`src/rtl/btb_pkg.sv`:
```
// Shared types for the btb resolve controller: in-flight prediction entry and FSM states.
package btb_pkg;

  localparam logic [31:0] INSTR_BYTES = 32'd4;

  typedef struct packed {
    logic [31:0] pc;
    logic        hit;
    logic        taken;
    logic [31:0] target;
  } pred_entry_t;

  typedef enum logic [0:0] {
    RUN,
    RECOVER
  } resolve_state_e;

endpackage

```
`src/rtl/pred_fifo.sv`:
```
// In-order queue of in-flight btb predictions; flush clears all entries and wins over push/pop.
module pred_fifo
  import btb_pkg::*;
#(
  parameter int unsigned DEPTH = 4
) (
  input  logic                       clk_i,
  input  logic                       rst_ni,
  input  logic                       flush_i,
  input  logic                       push_i,
  input  pred_entry_t                entry_i,
  input  logic                       pop_i,
  output pred_entry_t                head_o,
  output logic [$clog2(DEPTH):0]     count_o,
  output logic                       full_o,
  output logic                       empty_o
);

  localparam int unsigned PtrW = $clog2(DEPTH);
  localparam int unsigned CntW = PtrW + 1;

  pred_entry_t         mem_q [DEPTH];
  logic [PtrW-1:0]     wr_ptr_q, wr_ptr_d;
  logic [PtrW-1:0]     rd_ptr_q, rd_ptr_d;
  logic [CntW-1:0]     count_q, count_d;
  logic                push_ok, pop_ok;

  assign full_o  = (count_q == CntW'(DEPTH));
  assign empty_o = (count_q == '0);
  assign count_o = count_q;
  assign head_o  = mem_q[rd_ptr_q];

  assign push_ok = push_i && !full_o;
  assign pop_ok  = pop_i && !empty_o;

  always_comb begin
    wr_ptr_d = wr_ptr_q;
    rd_ptr_d = rd_ptr_q;
    count_d  = count_q;
    if (flush_i) begin
      wr_ptr_d = '0;
      rd_ptr_d = '0;
      count_d  = '0;
    end else begin
      // DEPTH is a power of two, so pointer overflow is the modulo wrap.
      if (push_ok) wr_ptr_d = wr_ptr_q + PtrW'(1);
      if (pop_ok)  rd_ptr_d = rd_ptr_q + PtrW'(1);
      count_d = count_q + CntW'(push_ok) - CntW'(pop_ok);
    end
  end

  always_ff @(posedge clk_i) begin
    if (!rst_ni) begin
      wr_ptr_q <= '0;
      rd_ptr_q <= '0;
      count_q  <= '0;
    end else begin
      wr_ptr_q <= wr_ptr_d;
      rd_ptr_q <= rd_ptr_d;
      count_q  <= count_d;
    end
  end

  always_ff @(posedge clk_i) begin
    if (push_ok && !flush_i) begin
      mem_q[wr_ptr_q] <= entry_i;
    end
  end

endmodule

```
`src/rtl/btb_resolve_ctrl.sv`:
```
// Resolves in-flight btb predictions against execute outcomes, trains the btb and redirects fetch.
// Optional perf counters enabled by defining BTB_RESOLVE_PERF_EN.
module btb_resolve_ctrl
  import btb_pkg::*;
#(
  parameter int unsigned DEPTH       = 4,
  parameter int unsigned RECOVER_CYC = 2
) (
  input  logic                     clk,
  input  logic                     rst,
  input  logic                     push_valid,
  output logic                     push_ready,
  input  logic [31:0]              push_pc,
  input  logic                     push_hit,
  input  logic                     push_taken,
  input  logic [31:0]              push_target,
  input  logic                     res_valid,
  input  logic                     res_taken,
  input  logic [31:0]              res_target,
  output logic                     update,
  output logic [31:0]              updatePC,
  output logic [31:0]              updateTarget,
  output logic                     mispredicted,
  output logic                     redirect_valid,
  output logic [31:0]              redirect_pc,
  output logic [$clog2(DEPTH):0]   occupancy,
  output logic                     res_err
`ifdef BTB_RESOLVE_PERF_EN
  ,
  output logic [31:0]              perf_resolved,
  output logic [31:0]              perf_mispred
`endif
);

  localparam int unsigned RcW = $clog2(RECOVER_CYC + 1);

  resolve_state_e state_q, state_d;
  logic [RcW-1:0] rcnt_q, rcnt_d;

  pred_entry_t push_entry, head;
  logic        fifo_full, fifo_empty;
  logic        push_fire, res_fire, pred_t, mispredict;

  logic        update_q, update_d;
  logic [31:0] update_pc_q, update_pc_d;
  logic [31:0] update_tgt_q, update_tgt_d;
  logic        mispred_q, mispred_d;
  logic        redir_valid_q, redir_valid_d;
  logic [31:0] redir_pc_q, redir_pc_d;
  logic        res_err_q, res_err_d;

  assign push_entry = '{pc: push_pc, hit: push_hit, taken: push_taken, target: push_target};

  // Full blocks pushes even when a pop lands in the same cycle.
  assign push_ready = rst && (state_q == RUN) && !fifo_full;
  assign push_fire  = push_valid && push_ready;
  assign res_fire   = res_valid && !fifo_empty;
  assign pred_t     = head.hit && head.taken;
  assign mispredict = res_fire &&
                      ((pred_t != res_taken) || (pred_t && res_taken && head.target != res_target));

  pred_fifo #(
    .DEPTH (DEPTH)
  ) u_pred_fifo (
    .clk_i   (clk),
    .rst_ni  (rst),
    .flush_i (mispredict),
    .push_i  (push_fire && !mispredict),
    .entry_i (push_entry),
    .pop_i   (res_fire),
    .head_o  (head),
    .count_o (occupancy),
    .full_o  (fifo_full),
    .empty_o (fifo_empty)
  );

  always_comb begin
    state_d = state_q;
    rcnt_d  = rcnt_q;
    unique case (state_q)
      RUN: begin
        if (mispredict) begin
          state_d = RECOVER;
          rcnt_d  = RcW'(RECOVER_CYC);
        end
      end
      RECOVER: begin
        if (rcnt_q <= RcW'(1)) begin
          state_d = RUN;
          rcnt_d  = '0;
        end else begin
          rcnt_d = rcnt_q - RcW'(1);
        end
      end
      default: begin
        state_d = RUN;
        rcnt_d  = '0;
      end
    endcase
  end

  always_comb begin
    update_d      = res_fire && (res_taken || head.hit);
    update_pc_d   = update_d ? head.pc : '0;
    update_tgt_d  = update_d ? (res_taken ? res_target : head.target) : '0;
    mispred_d     = mispredict;
    redir_valid_d = mispredict;
    redir_pc_d    = mispredict ? (res_taken ? res_target : head.pc + INSTR_BYTES) : '0;
    res_err_d     = res_err_q || (res_valid && fifo_empty);
  end

  always_ff @(posedge clk) begin
    if (!rst) begin
      state_q       <= RUN;
      rcnt_q        <= '0;
      update_q      <= 1'b0;
      update_pc_q   <= '0;
      update_tgt_q  <= '0;
      mispred_q     <= 1'b0;
      redir_valid_q <= 1'b0;
      redir_pc_q    <= '0;
      res_err_q     <= 1'b0;
    end else begin
      state_q       <= state_d;
      rcnt_q        <= rcnt_d;
      update_q      <= update_d;
      update_pc_q   <= update_pc_d;
      update_tgt_q  <= update_tgt_d;
      mispred_q     <= mispred_d;
      redir_valid_q <= redir_valid_d;
      redir_pc_q    <= redir_pc_d;
      res_err_q     <= res_err_d;
    end
  end

  assign update         = update_q;
  assign updatePC       = update_pc_q;
  assign updateTarget   = update_tgt_q;
  assign mispredicted   = mispred_q;
  assign redirect_valid = redir_valid_q;
  assign redirect_pc    = redir_pc_q;
  assign res_err        = res_err_q;

`ifdef BTB_RESOLVE_PERF_EN
  logic [31:0] perf_resolved_q, perf_mispred_q;

  always_ff @(posedge clk) begin
    if (!rst) begin
      perf_resolved_q <= '0;
      perf_mispred_q  <= '0;
    end else begin
      if (res_fire && perf_resolved_q != '1) perf_resolved_q <= perf_resolved_q + 32'd1;
      if (mispredict && perf_mispred_q != '1) perf_mispred_q <= perf_mispred_q + 32'd1;
    end
  end

  assign perf_resolved = perf_resolved_q;
  assign perf_mispred  = perf_mispred_q;
`else
  // Default build carries no performance counters.
`endif

endmodule
```
`config.mk`:
```
export PLATFORM = sky130hd
export DESIGN_NAME = btb_resolve_ctrl
export DESIGN_NICKNAME = d
export VERILOG_FILES = /design/src/rtl/btb_pkg.sv /design/src/rtl/pred_fifo.sv /design/src/rtl/btb_resolve_ctrl.sv
export SDC_FILE = /design/constraint.sdc
export NUM_CORES = 1
export LEC_CHECK = 0
export ABC_AREA = 0
export CAP_MARGIN = 20
export CORE_UTILIZATION = 55
export DETAILED_ROUTE_END_ITERATION = 10
export DONT_BUFFER_PORTS = 1
export PLACE_DENSITY = 0.73
export SYNTH_ARGS = -nofsm -noshare
export SYNTH_HDL_FRONTEND = slang
export SYNTH_SLANG_ARGS = --single-unit
```
`constraint.sdc`:
```
create_clock -name clk -period 4.2 [get_ports clk]
set_input_delay 0.42 -clock clk [delete_from_list [all_inputs] [get_ports clk]]
set_output_delay 0.42 -clock clk [all_outputs]
set_load 0.005 [all_outputs]
```
==> out/results.txt, run 1 <==
DRT Pass-1 Iters -> 5
Slew Limit Fails -> 0
min Tclk post-route -> 3.855 ns
Min-Delay Startpoint -> res_target[25]
clk_lat worst skew -> 0.53 ns
RSZ-0062 raised after global routing -> no
CP max-delay cell -> dfxtp_2
initial antenna violation count -> 0
NumNets Final -> 1,060
Async SR Flop Fraction -> 0%
CP Capture Type -> flop
DRT antenna net count -> 0
CTS tree -> done
clk_skew -> 0.02747 ns
sequential share of the synthesized area -> 71.65%
EDFF count, synth -> 264
Hold Path Class -> in -> reg
Avg Vias per Cell -> 5.958
area of the die -> 26,400 um^2
Max Fclk -> 0.2594 GHz
final setup vio count -> 0
largest net degree at the start of global routing -> 54
Critical Path Source Type -> flop
Avg Cell Area, Syn -> 16.51 um^2
Layout Area Growth over Synthesis -> 16.83%
Tcrit/Tclk final -> 91.79%
drc violations -> 0
post-CTS sizing -> 0
GRT Overall Usage -> 25.28%
Hold Slack -> 0.02891 ns
CP max stage delay -> 0.76 ns
clock sink total -> 375
clock root cell -> clkbuf_16
global-route wire length before repair -> 48,490 um
Crit Path Class -> reg -> reg
Syn Nets -> 970
Setup WS post-layout -> 0.3450 ns
CP Buf/Inv Count -> 2
slew margin rel. -> 33.93%
num ports -> 207
Starting Density -> 56.09%
Worst-Margin Slew -> 0.9896 ns
family with the most delay on the worst path -> simple AND/OR/NAND/NOR gates
max_cap viols -> 0
setup TNS -> 0 ns
Distinct cells, synth -> 51
IO buf count -> 0
layout cells sized above 1 -> 17.50%
CP arrival -> 4.06 ns
Synth Instances -> 858
Routed WL -> 32,640 um
GR Overflow Total -> 0
Longest Clk Path Bufs -> 3
drt wl/cell -> 24.97 um
worst-path cell chain -> buf_4, mux4_2, xnor2_1, nand4_1, nor4_2, a21oi_2, nor3_2, and2_2, buf_12
CTS clk-pin slew, worst paths -> 0.06 ns
worst slack at placement -> 0.3511 ns
initial DRC count -> 685
hpwl dp -> 21,800 um
row cnt -> 58
status -> complete, no violations
post-synthesis cell area -> 14,170 um^2
Via Count -> 7,787
Critical Path Fanout Max -> 23
Die Width -> 162.5 um
power density cells -> 586.1 nW/um^2
Num CTS Buffers -> 38
Lkg Pwr -> 0.005540 uW
Final Hold Fails -> 0
H-Tree Depth -> 2
fin util -> 65.54%
Critical Path RT -> 4.41 ns
post-synthesis register bit count -> 375
vias in the first global route -> 7,839
yosys warns -> 0
core area -> 25,250 um^2
Antenna diodes -> 0
GPL Wtd Cong -> 0.8299
Synth Flop Type -> edfxtp_1
Die H -> 162.5 um
worst vdd rail ir drop -> 0.0004039 V
## synth_stat cells, types with 6 or more instances
cell	count	area (um^2)
xnor2_1	54	473.0
and2_1	35	219.0
nor3_1	6	30.03
nor4_1	6	37.54
o21ai_0	7	35.03
nand2_1	87	326.6
edfxtp_1	264	7928
a21oi_1	45	225.2
nand4_1	11	68.82
mux4_2	66	1486
buf_2	7	35.03
dfxtp_1	111	2222
nand3_1	6	30.03
inv_1	14	52.55
a211oi_1	10	75.07
xor2_1	9	78.83
ha_1	8	100.1
nor2_1	36	135.1
a21boi_0	6	45.04
clkbuf_1	16	60.06
## stage by stage
step / cells / power (uW) / instance area, um^2
finish: 1307 / 9701 / 16550
global route: 1307 / 10070 / 16550
CTS: 1307 / 9758 / 16550
detailed placement: 1172 / 6340 / 14610
global placement: 1172 / 6311 / 14610
floorplan: 858 / 5910 / 14170
## power by group
group / leakage, uW / switching, uW / internal, uW
Clock: 0.000641 / 1340 / 2010
Combinational: 0.00161 / 1010 / 858
Sequential: 0.00329 / 178 / 4300
## registers in the layout (all words and copies together) (netlist names), named ones only
signal,count
updatePC,32
redirect_valid,1
updateTarget,32
u_pred_fifo.wr_ptr_q,2
redirect_pc,32
u_pred_fifo.mem_q,264
res_err,1
u_pred_fifo.rd_ptr_q,2
rcnt_q,2
u_pred_fifo.count_o,3
state_q,1
update,1
## per-layer routing
metal / up-vias / part of all wire, % / GRT usage (%)
li1: 3403 / - / -
met1: 3903 / 40 / 34.79
met2: 424 / 48 / 40.56
met3: 57 / 9.1 / 5.653
met4: 0 / 2.4 / 7.461
met5: - / 0 / 0
## path summary, 6_finish.rpt
path	to	slack, ns	cells past startpoint
setup / recovery	u_pred_fifo.mem_q[0][58]$_DFFE_PP_	0.34	9
hold / removal	updateTarget[25]$_SDFF_PN0_	0.03	2
setup reg to reg	u_pred_fifo.mem_q[0][58]$_DFFE_PP_	0.34	9
hold reg to reg	rcnt_q[1]$_SDFFE_PN0P_	0.49	2
## cells in the final DEF (no fill, tap or decap), types with 4 or more instances in the layout
cell / synthesis / layout
a21oi_1: 45 / 45
clkbuf_8: 0 / 5
and2_2: 0 / 4
xor2_1: 9 / 9
nor4_1: 6 / 6
dfxtp_1: 111 / 109
dlygate4sd3_1: 0 / 66
nand2_1: 87 / 87
xnor2_1: 54 / 54
mux4_2: 66 / 66
ha_1: 8 / 8
and2_1: 35 / 31
nor2b_1: 5 / 5
clkinv_2: 0 / 7
a211oi_1: 10 / 10
buf_12: 2 / 7
nor3_1: 6 / 6
a21boi_0: 6 / 6
nand4_1: 11 / 11
clkbuf_1: 16 / 6
clkbuf_16: 0 / 43
inv_1: 14 / 14
nand3_1: 6 / 6
nor2_1: 36 / 36
o21ai_0: 7 / 7
buf_4: 4 / 15
edfxtp_1: 264 / 264
## cells by family (layout without fill, tap and decap cells)
logic type / after synthesis / in the layout / share of synthesized area [%]
buffers and inverters: 54 / 173 / 2.067
flip-flops: 375 / 375 / 71.65
AO/OA/AOI/OAI: 80 / 80 / 3.418
adder cells (fa/ha/maj): 9 / 9 / 0.8479
XOR/XNOR: 63 / 63 / 3.895
multiplexers: 68 / 68 / 10.63
AND/OR/NAND/NOR: 209 / 209 / 7.490
## final cells by class
cell class / instances / area [um^2]
clock buffer: 55 / 1172
clock inverter: 14 / 108.9
fill: 1751 / 8703
inverter: 16 / 60.06
multi-input combinational: 429 / 3729
sequential: 375 / 10150
tap: 330 / 412.9
timing repair buffer: 88 / 913.4
## repair_timing
action,in CTS,in global routing
endpoints found under the setup margin,0,0
buffers inserted,0,0
endpoints found under the hold margin,264,0
hold buffers,66,0
Power figures use the tool's default switching activity.
==> run 2: changes to the inputs <==
PLACE_DENSITY = 0.7   (was 0.73)
clock period = 4 ns   (was 4.2 ns; I/O delays follow)
==> out/results.txt, run 2 (synthesized netlist as in run 1, its figures left out) <==
DRT Pass-1 Iters -> 5 (unchanged)
GRT Overall Usage -> 24.88% (-0.40 points)
clock sink total -> 375 (unchanged)
power density cells -> 610.7 nW/um^2 (+4.2%)
Lkg Pwr -> 0.005531 uW (-0.16%)
sw power -> 2667 uW (+5.4%)
area of the die -> 26,400 um^2 (unchanged)
Min-Delay Startpoint -> res_target[20]
initial DRC count -> 737 (+7.6%)
Flop pwr share -> 46.4% (+0.3 points)
CP max-delay cell -> dfxtp_4
Starting Density -> 56.09% (unchanged)
Die H -> 162.5 um (unchanged)
clock root cell -> clkbuf_16
Via Count -> 7,695 (-1.2%)
Longest Clk Path Bufs -> 3 (unchanged)
Final Hold Fails -> 0 (unchanged)
global-route wire length before repair -> 47,940 um (-1.1%)
GR Overflow Total -> 0 (unchanged)
status -> complete, no violations
layout cells sized above 1 -> 17.13% (-0.37 points)
max reg flops -> 264 (unchanged)
worst vdd rail ir drop -> 0.0003939 V (-2.5%)
Slew Limit Fails -> 0 (unchanged)
Layout Area Growth over Synthesis -> 16.78% (about the same)
DRT antenna net count -> 0 (unchanged)
FILL cells -> 1,737 (-0.80%)
commonest cells after routing, fill and taps aside -> edfxtp_1 (264), dfxtp_1 (109), nand2_1 (87)
row cnt -> 58 (unchanged)
Critical Path RT -> 4.41 ns (about the same)
Critical Path Source Type -> flop
setup TNS -> 0 ns (unchanged)
GPL Wtd Cong -> 0.8649 (+4.2%)
Tcrit/Tclk final -> 91.62% (-0.17 points)
initial antenna violation count -> 4 (+4)
CTS tree -> done
CTS clk-pin slew, worst paths -> 0.06 ns (about the same)
Routed WL -> 32,180 um (-1.4%)
hpwl dp -> 21,790 um (about the same)
Worst-Margin Slew -> 0.9360 ns (-0.05356 ns)
CP max stage delay -> 0.58 ns (-0.18 ns)
CP arrival -> 4.07 ns (about the same)
drc violations -> 0 (unchanged)
max_cap viols -> 0 (unchanged)
H-Tree Depth -> 2 (unchanged)
Top reg by flops -> u_pred_fifo.mem_q
post-CTS setup buffers -> 0 (unchanged)
largest net degree at the start of global routing -> 43 (-20%)
NumNets Final -> 1,059 (-0.094%)
Die Width -> 162.5 um (unchanged)
IO buf count -> 0 (unchanged)
Critical Path Fanout Max -> 18 (-22%)
final setup vio count -> 0 (unchanged)
min Tclk post-route -> 3.665 ns (-0.1904 ns)
clk_skew -> 0.01725 ns (-0.01022 ns)
num ports -> 207 (unchanged)
Clk pwr share -> 34.0% (-0.6 points)
Comb power frac -> 19.5% (+0.3 points)
Avg Vias per Cell -> 5.883 (-1.3%)
slew margin rel. -> 37.53% (+3.6 points)
Max Fclk -> 0.2729 GHz (+5.2%)
Hold Path Class -> in -> reg
worst-path cell chain -> buf_4, mux4_2, xnor2_1, nand4_1, nor4_4, a21oi_2, nor3_2, ha_1, fa_1, and2_1
RSZ-0062 raised after global routing -> no
most common cell after layout, fill and taps aside -> edfxtp_1
core area -> 25,250 um^2 (unchanged)
switching share of power -> 26.40% (+0.32 points)
drt wl/cell -> 24.60 um (-1.5%)
clk_lat worst skew -> 0.53 ns (about the same)
P_int -> 7436 uW (+3.7%)
Num CTS Buffers -> 36 (-5.3%)
Hold Slack -> 0.01843 ns (-0.01048 ns)
vias in the first global route -> 7,742 (-1.2%)
CP Capture Type -> flop
Crit Path Class -> reg -> reg
## run 2: cell types whose count changed in the layout (fill, tap and decap cells not counted), sizes merged
cell / change
clkbuf: -12
clkinv: +5
diode: +3
bufinv: +2
dlygate4sd3: +2
inv: +2
buf: -1
## run 2: path summary, 6_finish.rpt
path	endpoint	slack [ns]	cells past startpoint
max reg2reg	u_pred_fifo.count_o[1]$_SDFF_PP0_	0.34	10
min	updateTarget[20]$_SDFF_PN0_	0.02	2
min reg2reg	rcnt_q[1]$_SDFFE_PN0P_	0.49	2
max	u_pred_fifo.count_o[1]$_SDFF_PP0_	0.34	10
## run 2: layout make-up
type | count | area, um^2 | share of cell area (%)
Timing Repair Buffer | 89 | 950.9 | 5.748
Tap cell | 330 | 412.9 | 2.496
Inverter | 16 | 60.06 | 0.3630
Clock buffer | 43 | 1011 | 6.111
Multi-Input combinational cell | 429 | 3737 | 22.59
Sequential cell | 375 | 10150 | 61.38
Antenna cell | 3 | 7.507 | 0.04538
Clock inverter | 23 | 209.0 | 1.263
## run 2: worst max-delay path: cells and delay by family, from the launching register on
kind	cells	cell delay [ns]
AOI/OAI and AO/OA	1	0.19
DFF	1	0.58
adders and majority gates	2	0.64
xor gates and xnor gates	1	0.16
muxes	1	0.56
buffers and inverters	1	0.30
and+or+nand+nor	4	1.10
## run 2: what timing repair did
action	in CTS	in global routing
hold endpoints to repair	266	0
endpoints found under the setup margin	0	2
hold buffers	68	0
gates resized for setup	0	1
## run 2: stage by stage
stage	area, um^2	setup WS [ns]	std cells	total power (uW)	util (%)
2_1_floorplan	14170	0.3476	858	6206	-
3_3_place_gp	14630	0.2522	1171	6627	57.92
3_5_place_dp	14630	0.1962	1171	6663	57.92
4_1_cts	16530	0.1809	1305	10150	65.44
5_1_grt	16540	0.01215	1308	10480	65.51
6_report	16540	0.3354	1308	10100	65.51
## run 2: layer usage
metal  wire length [um]  up-vias  GRT usage [%]
met5                  0        -              0
met4               1013        0          9.262
met3               2795       66          6.213
met2              15410      368          38.87
met1              12960     3852          33.90
li1                   -     3409              -
## run 2: power by group through the flow
| stage | Combinational [uW] | Clock, uW | Sequential, uW |
|---|---|---|---|
| 2_1_floorplan | 1520 | 0 | 4690 |
| 3_3_place_gp | 1860 | 0 | 4760 |
| 3_5_place_dp | 1890 | 0 | 4780 |
| 4_1_cts | 1980 | 3480 | 4700 |
| 5_1_grt | 2130 | 3630 | 4720 |
| 6_report | 1970 | 3440 | 4690 |
